--- src/rtl/bf16_pkg.sv ---
// bf16_pkg: shared rounding-mode enum, fpcsr flag indices, BF16 constants and stage-1 beat layout
package bf16_pkg;
  typedef enum logic [2:0] {
    RM_RNE = 3'b000,
    RM_RTZ = 3'b001,
    RM_RDN = 3'b010,
    RM_RUP = 3'b011,
    RM_RMM = 3'b100
  } rm_e;
  localparam int FLAG_NX = 0;
  localparam int FLAG_UF = 1;
  localparam int FLAG_OF = 2;
  localparam int FLAG_NV = 3;
  localparam logic [15:0] BF16_QNAN = 16'h7FC0;
  localparam logic [15:0] BF16_POS_INF = 16'h7F80;
  localparam logic [14:0] BF16_MAX_FIN = 15'h7F7F;
  typedef struct packed {
    logic [15:0] hi;
    logic inc;
    logic nan;
    logic nv;
    logic ovf;
    logic nx;
    logic uf;
    logic ftz;
  } s1_t;
endpackage

--- src/rtl/fp32_bf16_round.sv ---
// fp32_bf16_round: IEEE rounding increment decision from sign/lsb/guard/sticky
module fp32_bf16_round
  import bf16_pkg::*;
(
  input  logic       sign,
  input  logic       lsb,
  input  logic       guard,
  input  logic       sticky,
  input  logic [2:0] rm,
  output logic       inc,
  output logic       inexact
);
  // per-mode increment; unknown modes never reach here (mapped upstream)
  always_comb begin
    inexact = guard | sticky;
    inc = rm == RM_RNE ? guard & (sticky | lsb) :
          rm == RM_RDN ? sign & inexact :
          rm == RM_RUP ? ~sign & inexact :
          rm == RM_RMM ? guard : 1'b0;
  end
endmodule

--- src/rtl/fp32_to_bf16.sv ---
// fp32_to_bf16: two-stage FP32->BF16 narrowing with rounding modes and sticky flags (FP32_BF16_FTZ_EN flushes subnormals)
module fp32_to_bf16
  import bf16_pkg::*;
#(
  parameter logic [2:0] RESET_RM = 3'b000
) (
  input  logic        clk,
  input  logic        reset,
  input  logic        instruction_enable,
  output logic        in_ready,
  input  logic [31:0] operand_a,
  input  logic [2:0]  rm,
  output logic [15:0] result,
  output logic        result_valid,
  input  logic        result_ready,
  output logic [3:0]  fpcsr,
  input  logic        fpcsr_clear
);
  logic        s1_valid;
  logic        adv2;
  logic        special;
  logic        inc_r;
  logic        nx_r;
  logic [2:0]  rm_eff;
  logic [15:0] packed_res;
  logic [3:0]  flags;
  s1_t         s1;
  s1_t         s1_d;

  assign adv2 = ~result_valid | result_ready;
  assign in_ready = ~s1_valid | adv2;
  assign rm_eff = rm > 3'd4 ? RESET_RM : rm;

  fp32_bf16_round u_round (
    .sign    (operand_a[31]),
    .lsb     (operand_a[16]),
    .guard   (operand_a[15]),
    .sticky  (|operand_a[14:0]),
    .rm      (rm_eff),
    .inc     (inc_r),
    .inexact (nx_r)
  );

  // classify the operand and settle the rounding decision; overflow is flagged
  // whenever the value rounds up or lies at/above the halfway point past max finite
  always_comb begin
    special = &operand_a[30:23];
    s1_d.hi = operand_a[31:16];
    s1_d.nan = special & |operand_a[22:0];
    s1_d.nv = s1_d.nan & ~operand_a[22];
`ifdef FP32_BF16_FTZ_EN
    s1_d.ftz = ~|operand_a[30:23] & |operand_a[22:0];
`else
    s1_d.ftz = 1'b0;
`endif
    s1_d.inc = ~special & ~s1_d.ftz & inc_r;
    s1_d.ovf = ~special & operand_a[30:16] == BF16_MAX_FIN & (inc_r | operand_a[15]);
    s1_d.nx = ~special & (s1_d.ftz | nx_r);
    s1_d.uf = s1_d.ftz | (~|operand_a[30:23] & nx_r);
  end

  // pack the stage-1 decision into the BF16 encoding and its flag vector
  always_comb begin
    packed_res = s1.nan ? BF16_QNAN :
                 s1.ftz ? {s1.hi[15], 15'h0} :
                 s1.ovf ? {s1.hi[15], s1.inc ? BF16_POS_INF[14:0] : BF16_MAX_FIN} :
                 s1.hi + {15'h0, s1.inc};
    flags = '0;
    flags[FLAG_NX] = s1.nx;
    flags[FLAG_UF] = s1.uf;
    flags[FLAG_OF] = s1.ovf;
    flags[FLAG_NV] = s1.nv;
  end

  // stage 1 register: accepts a new operand whenever it can drain
  always_ff @(posedge clk or negedge reset)
    if (!reset) begin
      s1_valid <= 1'b0;
      s1 <= '0;
    end else if (in_ready) begin
      s1_valid <= instruction_enable;
      if (instruction_enable) s1 <= s1_d;
    end

  // stage 2 register: holds result steady while the consumer stalls
  always_ff @(posedge clk or negedge reset)
    if (!reset) begin
      result_valid <= 1'b0;
      result <= 16'h0000;
    end else if (adv2) begin
      result_valid <= s1_valid;
      if (s1_valid) result <= packed_res;
    end

  // sticky flags; a clear wins over a beat entering stage 2 in the same cycle
  always_ff @(posedge clk or negedge reset)
    if (!reset) fpcsr <= 4'h0;
    else if (fpcsr_clear) fpcsr <= 4'h0;
    else if (s1_valid & adv2) fpcsr <= fpcsr | flags;
endmodule

--- config.mk ---
export PLATFORM = sky130hd
export DESIGN_NAME = fp32_to_bf16
export DESIGN_NICKNAME = d
export VERILOG_FILES = /design/src/rtl/bf16_pkg.sv /design/src/rtl/fp32_bf16_round.sv /design/src/rtl/fp32_to_bf16.sv
export SDC_FILE = /design/constraint.sdc
export NUM_CORES = 1
export LEC_CHECK = 0
export ABC_AREA = 1
export ABC_CLOCK_PERIOD_IN_PS = 1900
export BUFFER_PORTS_ARGS = -buffer_cell sky130_fd_sc_hd__buf_2
export CORE_MARGIN = 2
export CORE_UTILIZATION = 53
export DETAILED_ROUTE_END_ITERATION = 10
export HOLD_SLACK_MARGIN = 0.05
export PLACE_DENSITY = 0.9
export REMOVE_ABC_BUFFERS = 1
export SYNTH_ARGS = -nofsm -noshare
export SYNTH_HDL_FRONTEND = slang
export SYNTH_SLANG_ARGS = --single-unit
--- constraint.sdc ---
create_clock -name clk -period 1.9 [get_ports clk]
set_input_delay 0.285 -clock clk [delete_from_list [all_inputs] [get_ports clk]]
set_output_delay 0.285 -clock clk [all_outputs]
set_load 0.02 [all_outputs]
======== After elaboration in Yosys (flattened, before gate mapping) ========
Index checks and enable logic that the tools add are counted.
storage, ports and cells
  word-level logic and storage cells ...... 58
  output and inout bits ................... 22
  bits in registers ....................... 44
operators by class
  add/subtract/negate cells ............... 1
  muxes and demuxes ....................... 10
  eq/ne operators ......................... 4
  reduce and logical (&&, ||, !) cells .... 9
  order comparisons ....................... 1
  bitwise logic cells ..................... 22
operators by type and width
  cell                    count
  $mux W16                2
  $reduce_or A23 Y1       1
  $add A16 B1 Y16         1
  $eq A15 B15 Y1 const B  1
  $reduce_or A15 Y1       1
  $and A1 B1 Y1           11
  $mux W4                 2
  $mux W8                 1
  $reduce_and A8 Y1       1
  $reduce_or A8 Y1        1
  $eq A3 B2 Y1 const B    2
  $not A1 Y1              5
  $or A1 B1 Y1            5
  $mux W1                 4
  $or A4 B4 Y4            1
  $reduce_and A2 Y1       2
  $eq A3 B3 Y1 const B    1
  $gt A3 B3 Y1 const B    1
  $logic_not A3 Y1        1
  $mux W3                 1
  $reduce_bool A2 Y1      1
  $logic_not A1 Y1        1

======== Longest topological paths before layout ========
Gate-level depths: netlist of run 1.
  depth in word-level cells ............... 9
  mapped depth ............................ 9

======== Hierarchy ========
From an unflattened synthesis of run 1, not the netlist that was laid out.
unflattened totals
  cell total of the unflattened synthesis .. 341
  area total of the unflattened synthesis .. 2,453.6 um2
by module, submodules not included
  module           cells each  area an instance (um2)  seq. area each (um2)  instances
  fp32_to_bf16     324         2,384.8                 1,101.1               1
  fp32_bf16_round  17          68.8                    0.0                   1

======== Worst setup path before layout of run 1 ========
Ideal clock, no wire load.
  path kind ............................... reg2reg
  start point ............................. reg s1[6] (netlist bit)
  end point ............................... reg result[4]
  period minus slack after synthesis ...... 1.478 ns
  path slack .............................. 0.422 ns
  cell stages (with the launch flop) ...... 8
  buffers on the path ..................... 0
  arrival ................................. 1.355 ns
  cells stage by stage .................... dfrtp_1 > ha_1 > ha_1 > nand2_1 > nor2_1 > or2_1 > a21oi_1 > o21ai_1
on the way
  cells in the longest elaborated chain, start to end .. 3
  elaborated cells on any way between the ends .. 4
  those cells by class .................... add/sub (1); mux (3)
ends and longest elaborated chain
  what                                               line                                    source
  start, declared                                    fp32_to_bf16.sv:27                      s1_t s1;
  start signal, assigned                             fp32_to_bf16.sv:79                      s1 <= '0;
  start signal, assigned                             fp32_to_bf16.sv:82                      if (instruction_enable) s1 <= s1_d;
  $add A16 B1 Y16 / $mux W8 (equally long branches)  fp32_to_bf16.sv:67, fp32_to_bf16.sv:66
  $mux W16 (*)                                       fp32_to_bf16.sv:66                      s1.ovf ? {s1.hi[15], s1.inc ? BF16_POS_INF[14:0] : BF16_MAX_FIN} :
  $mux W16 (*)                                       fp32_to_bf16.sv:64                      packed_res = s1.nan ? BF16_QNAN :
  end signal, assigned                               fp32_to_bf16.sv:92                      if (s1_valid) result <= packed_res;
  end, declared                                      fp32_to_bf16.sv:13                      output logic [15:0] result,
Mark *: on every way between the ends. The rest lies on a longest branch, timed or not.
A chain may end at the register's enable or synchronous reset.

======== Final worst setup path of run 1 ========
Same ends and word-level chain as after synthesis.

==> impl_metrics.json, run 1 <==
{
  "synth_seq_area_share_pct": 45.6,
  "drive_gt1_share_pct": 25.6,
  "wl_per_cell_um": 12.2,
  "critical_path_class": "flip-flop to flip-flop",
  "synth_top_area_cell": "dfrtp_1",
  "cts_root_buf": "clkbuf_8",
  "rsz0062_at_grt": "no",
  "clkTransAtPathRegs_ns": 0.08,
  "rr_endpoint": "result[4]",
  "antenna_left": 0,
  "synth_cells": 321,
  "die_height_um": 71.5,
  "place_area_mm2": 0.00275,
  "yosys_warnings": 0,
  "area_growth_syn_to_layout_pct": 19.1,
  "max_freq_ghz": 0.592,
  "p_leak_nw": 1.46,
  "synthArstFlopShare_pct": 100,
  "grt_overflow_total": 0,
  "core.rowCount": 24,
  "gr-usage-all-layers_pct": 22.4,
  "cts_repair_resize_count": 0,
  "core_mm2": 0.00438,
  "slew_headroom_pct": 64.1,
  "totalWireLength_um": 5350,
  "antenna_found_initial": 0,
  "fin_worst_skew_ns": 0.00635,
  "cts_made_buffers": 5,
  "slew_violations": 0,
  "n_fill_cell": 381,
  "worstRegToRegCells": 7,
  "syn_area_mm2": 0.00241,
  "cts_tree": "built",
  "ir_worst_vdd_mv": 0.493,
  "final_util_pct": 65.6,
  "grt_start_max_net_pins": 45,
  "synth_cell_types": 30,
  "finalHoldViolCount": 0,
  "period_needed_ns": 1.69,
  "cp.required_ns": 2.08,
  "hold_class": "primary input to async pin",
  "final_cell_area_mm2": 0.00287,
  "grt_pass1_wl_um": 8980,
  "ys_top_cells_by_area": "dfrtp_1 46%, nand2_1 15%, nor2_1 5.8%, inv_1 4.8%, o21ai_1 4.4%",
  "diodes": 0,
  "dp_hpwl_um": 4120,
  "postCtsSetupBuffers": 0,
  "status": "complete, no violations",
  "yosysMostFrequentCell": "nand2_1",
  "cts_max_level": 2,
  "start_kind": "flip-flop",
  "grt_pass1_vias": 2085,
  "nNetsFinal": 428,
  "finalPower_mw": 2.85,
  "hold-worst-slack_ns": 0.0455,
  "p_per_area_mw_per_mm2": 990,
  "rrSetupSlack_ns": 0.21,
  "synth-seq-cells": 44,
  "r2r_start": "s1[6]",
  "place_congestion": 1.01,
  "drtIter0Drc": 215,
  "io-pin-count": 62,
  "endpoint_kind": "flip-flop",
  "syn_avg_cell_area_um2": 7.51,
  "drc": 0,
  "clk_latency_ns": 0.30,
  "ys_top_cells_by_count": "94 x nand2_1, 44 x dfrtp_1, 37 x nor2_1",
  "avgViaCountPerCell": 5.16,
  "cts.sinks": 44,
  "setup_viol_count_final": 0,
  "drv_cap": 0,
  "cp_max_fo": 5,
  "tns_ns": 0,
  "first_pass_iters": 4,
  "cp.arrival_ns": 1.87,
  "dieArea_mm2": 0.00511,
  "worstMarginPinSlew_ns": 0.538,
  "synth-edff-count": 0,
  "die_x_um": 71.5,
  "start_util_pct": 55.0,
  "cts_buffer_depth": 2,
  "cts_hold_buf": 0,
  "vias": 2262,
  "yosysTopAreaCellShare_pct": 45.6,
  "min_period_over_period_pct": 88.9,
  "synthFlopType": "dfrtp_1",
  "port_buffers": 61
}
## how the worst max path moves through the flow
stage	startpoint	slack [ns]	endpoint	cells after the start
6_report	s1[6]	0.21	result[4]	7
2_1_floorplan	result_valid	0.14	flags[2]	7
3_3_place_gp	s1[6]	0.38	result[4]	7
3_5_place_dp	s1[6]	0.29	result[4]	7
5_1_grt	s1[6]	0.09	result[12]	7
4_1_cts	s1[6]	0.23	result[4]	7
## sequential cells by signal, indices dropped and copies added, names as in the netlist
name	count
fpcsr	4
s1_valid	1
s1	18
result	16
result_valid	1
flags	4
## layout make-up
class,instances,area (um^2),area share [%]
Tap cell,52,65.1,2.26
Multi-Input combinational cell,231,1090,37.9
Clock inverter,2,60.1,2.09
Timing Repair Buffer,65,335,11.7
Sequential cell,44,1100,38.3
Clock buffer,5,68.8,2.39
Inverter,39,154,5.35
## stage by stage
| stage | cells | setup WS [ns] |
|---|---|---|
| finish | 438 | 0.211 |
| global route | 438 | 0.0852 |
| CTS | 438 | 0.232 |
| detailed placement | 431 | 0.292 |
| global placement | 431 | 0.376 |
| floorplan | 314 | 0.141 |
## power breakdown
| part | switching (mW) | internal [mW] | total (mW) |
|---|---|---|---|
| registers | 0.130 | 1.11 | 1.24 |
| clock network | 0.305 | 0.517 | 0.822 |
| logic | 0.502 | 0.278 | 0.780 |
| total | 0.938 | 1.91 | 2.85 |
## worst max-delay path, cell delays in order (launching register included)
cell,delay [ns]
dfrtp_1,0.39
ha_1,0.24
ha_1,0.27
nand2_1,0.11
nor2_1,0.26
nand2_1,0.08
a21oi_1,0.15
o21ai_1,0.07
## cell usage in the layout, fill, tap and decap left out, drive strengths merged
cell type  synthesis  routed
inv               39      39
ha                 2       2
clkbuf             0       5
nand3b             2       2
or2                5       5
nand4              7       7
nand2            102     102
a31oi              1       1
bufinv             0       2
xnor2              1       1
nand3             20      20
buf                7      65
nor4               2       2
o21ai             28      28
a21oi             11      11
nor3               5       5
xor2               2       2
nor2              43      43
dfrtp             44      44
## cells by family after synthesis
logic type / Yosys count / synth area share [%]
and+or+nand+nor: 186 / 34.7
buffers and inverters: 46 / 9.18
DFF: 44 / 45.6
AOI/OAI and AO/OA: 40 / 8.35
xor gates and xnor gates: 3 / 1.09
adders and majority gates: 2 / 1.04
## per-layer routing
layer | part of all wire (%) | up-vias | track usage [%]
li1 | - | 1153 | -
met1 | 44 | 1004 | 29.3
met2 | 48 | 94 | 37.2
met3 | 5.8 | 11 | 5.20
met4 | 1.8 | 0 | 6.92
met5 | 0 | - | 0
No activity file was read; power rests on OpenSTA's default activity.
==> run 2: changes to the inputs <==
- CORE_UTILIZATION: 53 -> 42
- PLACE_DENSITY: 0.9 -> 0.76
==> impl_metrics.json, run 2 (synthesis gave the netlist of run 1 again) <==
{
  "status": "complete, no violations",
  "diodes": 0,
  "drtIter0Drc": 94,
  "hold_class": "primary input to flip-flop",
  "period_needed_ns": 1.60,
  "finalHoldViolCount": 0,
  "n_fill_cell": 557,
  "fin_worst_skew_ns": 0.00897,
  "cpPeakStageDelay_ns": 0.38,
  "tns_ns": 0,
  "worstMarginPinSlew_ns": 0.426,
  "nNetsFinal": 432,
  "gr-usage-all-layers_pct": 19.8,
  "core_mm2": 0.00554,
  "antenna_found_initial": 0,
  "antenna_left": 0,
  "core.rowCount": 27,
  "multi_input_area_mm2": 0.00109,
  "largest-register": "s1",
  "die_height_um": 79.8,
  "p_leak_nw": 1.47,
  "start_util_pct": 43.5,
  "ff_latch_area_mm2": 0.00110,
  "dp_hpwl_um": 4590,
  "avgViaCountPerCell": 4.86,
  "cp.arrival_ns": 1.80,
  "critical_path_class": "flip-flop to flip-flop",
  "mostFrequentLayoutCells": "94 x nand2_1, 61 x buf_2, 44 x dfrtp_1, 37 x nor2_1, 31 x inv_1",
  "cp.required_ns": 2.10,
  "cts_buffer_depth": 2,
  "critPathSlowestCell": "dfrtp_1",
  "fin_ws_ns": 0.296,
  "grt_pass1_wl_um": 9690,
  "grt_overflow_total": 0,
  "dieArea_mm2": 0.00637,
  "cts_tree": "built",
  "totalWireLength_um": 5690,
  "endpoint_kind": "flip-flop",
  "slew_violations": 0,
  "place_congestion": 0.918,
  "cts_root_buf": "clkbuf_8",
  "clk_latency_ns": 0.31,
  "start_kind": "flip-flop",
  "rsz0062_at_grt": "no",
  "port_buffers": 61,
  "vias": 2252,
  "p_per_area_mw_per_mm2": 950,
  "drive_gt1_share_pct": 26.3,
  "grt_start_max_net_pins": 21,
  "max_freq_ghz": 0.624,
  "cp_max_fo": 5,
  "cts_made_buffers": 5,
  "dp_slack_ns": 0.309,
  "slew_headroom_pct": 71.4,
  "rrSetupSlack_ns": 0.30,
  "cts_max_level": 2,
  "io-pin-count": 62,
  "drv_cap": 0,
  "reg_top3": "s1 x18, result x16",
  "drc": 0,
  "min_period_over_period_pct": 84.4,
  "grt_pass1_vias": 2135,
  "hold-worst-slack_ns": 0.161,
  "final_common_cell": "nand2_1",
  "setup_viol_count_final": 0,
  "wl_per_cell_um": 12.3,
  "die_x_um": 79.8,
  "ir_worst_vdd_mv": 0.490,
  "first_pass_iters": 4,
  "cp_cell_sequence": "ha_1, ha_1, nand2_1, nor2_1, nand2_1, a21oi_1, o21ai_1",
  "cts.sinks": 44,
  "area_growth_syn_to_layout_pct": 21.0,
  "clkTransAtPathRegs_ns": 0.09,
  "largest_reg_flops": 18
}
-- run 2: cell count changes in the layout (fill, tap and decap cells not counted) --
cell	delta
buf_4	+3
bufinv_16	-1
clkinvlp_4	+1
dlygate4sd3_1	+1
inv_6	+1
-- run 2: critical path: cells and delay by family, from the launching register on --
kind	cells	cell delay, ns
AND/OR/NAND/NOR	3	0.42
AO/OA/AOI/OAI	2	0.23
flip-flops	1	0.38
adder cells (fa/ha/maj)	2	0.47
-- run 2: layout make-up --
cell class / instances / area share (%)
multi-input cells: 231 / 37.4
well taps: 72 / 3.09
clock inverters: 3 / 1.59
flip-flops and latches: 44 / 37.7
repair buffers: 69 / 12.6
clock buffers: 5 / 2.36
inverters: 39 / 5.27
-- run 2: report_power, final --
group / internal [mW] / switching (mW)
Combinational: 0.287 / 0.504
Sequential: 1.11 / 0.133
Clock: 0.396 / 0.338
Total: 1.80 / 0.976
-- run 2: routing by layer --
layer	track usage, %	wire length [um]	vias to the layer above
li1	-	-	1166
met1	27.1	2670	984
met2	29.9	2520	87
met3	3.62	361	15
met4	10.0	144	0
met5	0	0	-
-- run 2: worst paths after layout --
path                       depth (start not counted)         to        start
max in group asynchronous                          3     s1[20]        reset
max reg2reg                                        7  result[4]        s1[6]
max                                                7  result[4]        s1[6]
min                                                2   fpcsr[1]  fpcsr_clear
min in group asynchronous                          2     s1[15]        reset
min reg2reg                                        2  result[4]    result[4]
-- run 2: timing repair --
action	CTS	global route
hold endpoints to repair	18	0
hold buffers	1	0
setup buffers	0	0
gates resized for setup	0	0
-- run 2: stage by stage --
| step | utilization [%] | instance area, um^2 | std cells | total power [mW] |
|---|---|---|---|---|
| 4_1_cts | 52.7 | 2920 | 463 | 2.81 |
| 5_1_grt | 52.7 | 2920 | 463 | 2.97 |
| 6_report | 52.7 | 2920 | 463 | 2.77 |
| 3_5_place_dp | 50.4 | 2790 | 454 | 2.06 |
| 2_1_floorplan | - | 2340 | 314 | 1.75 |
| 3_3_place_gp | 50.4 | 2790 | 454 | 2.05 |
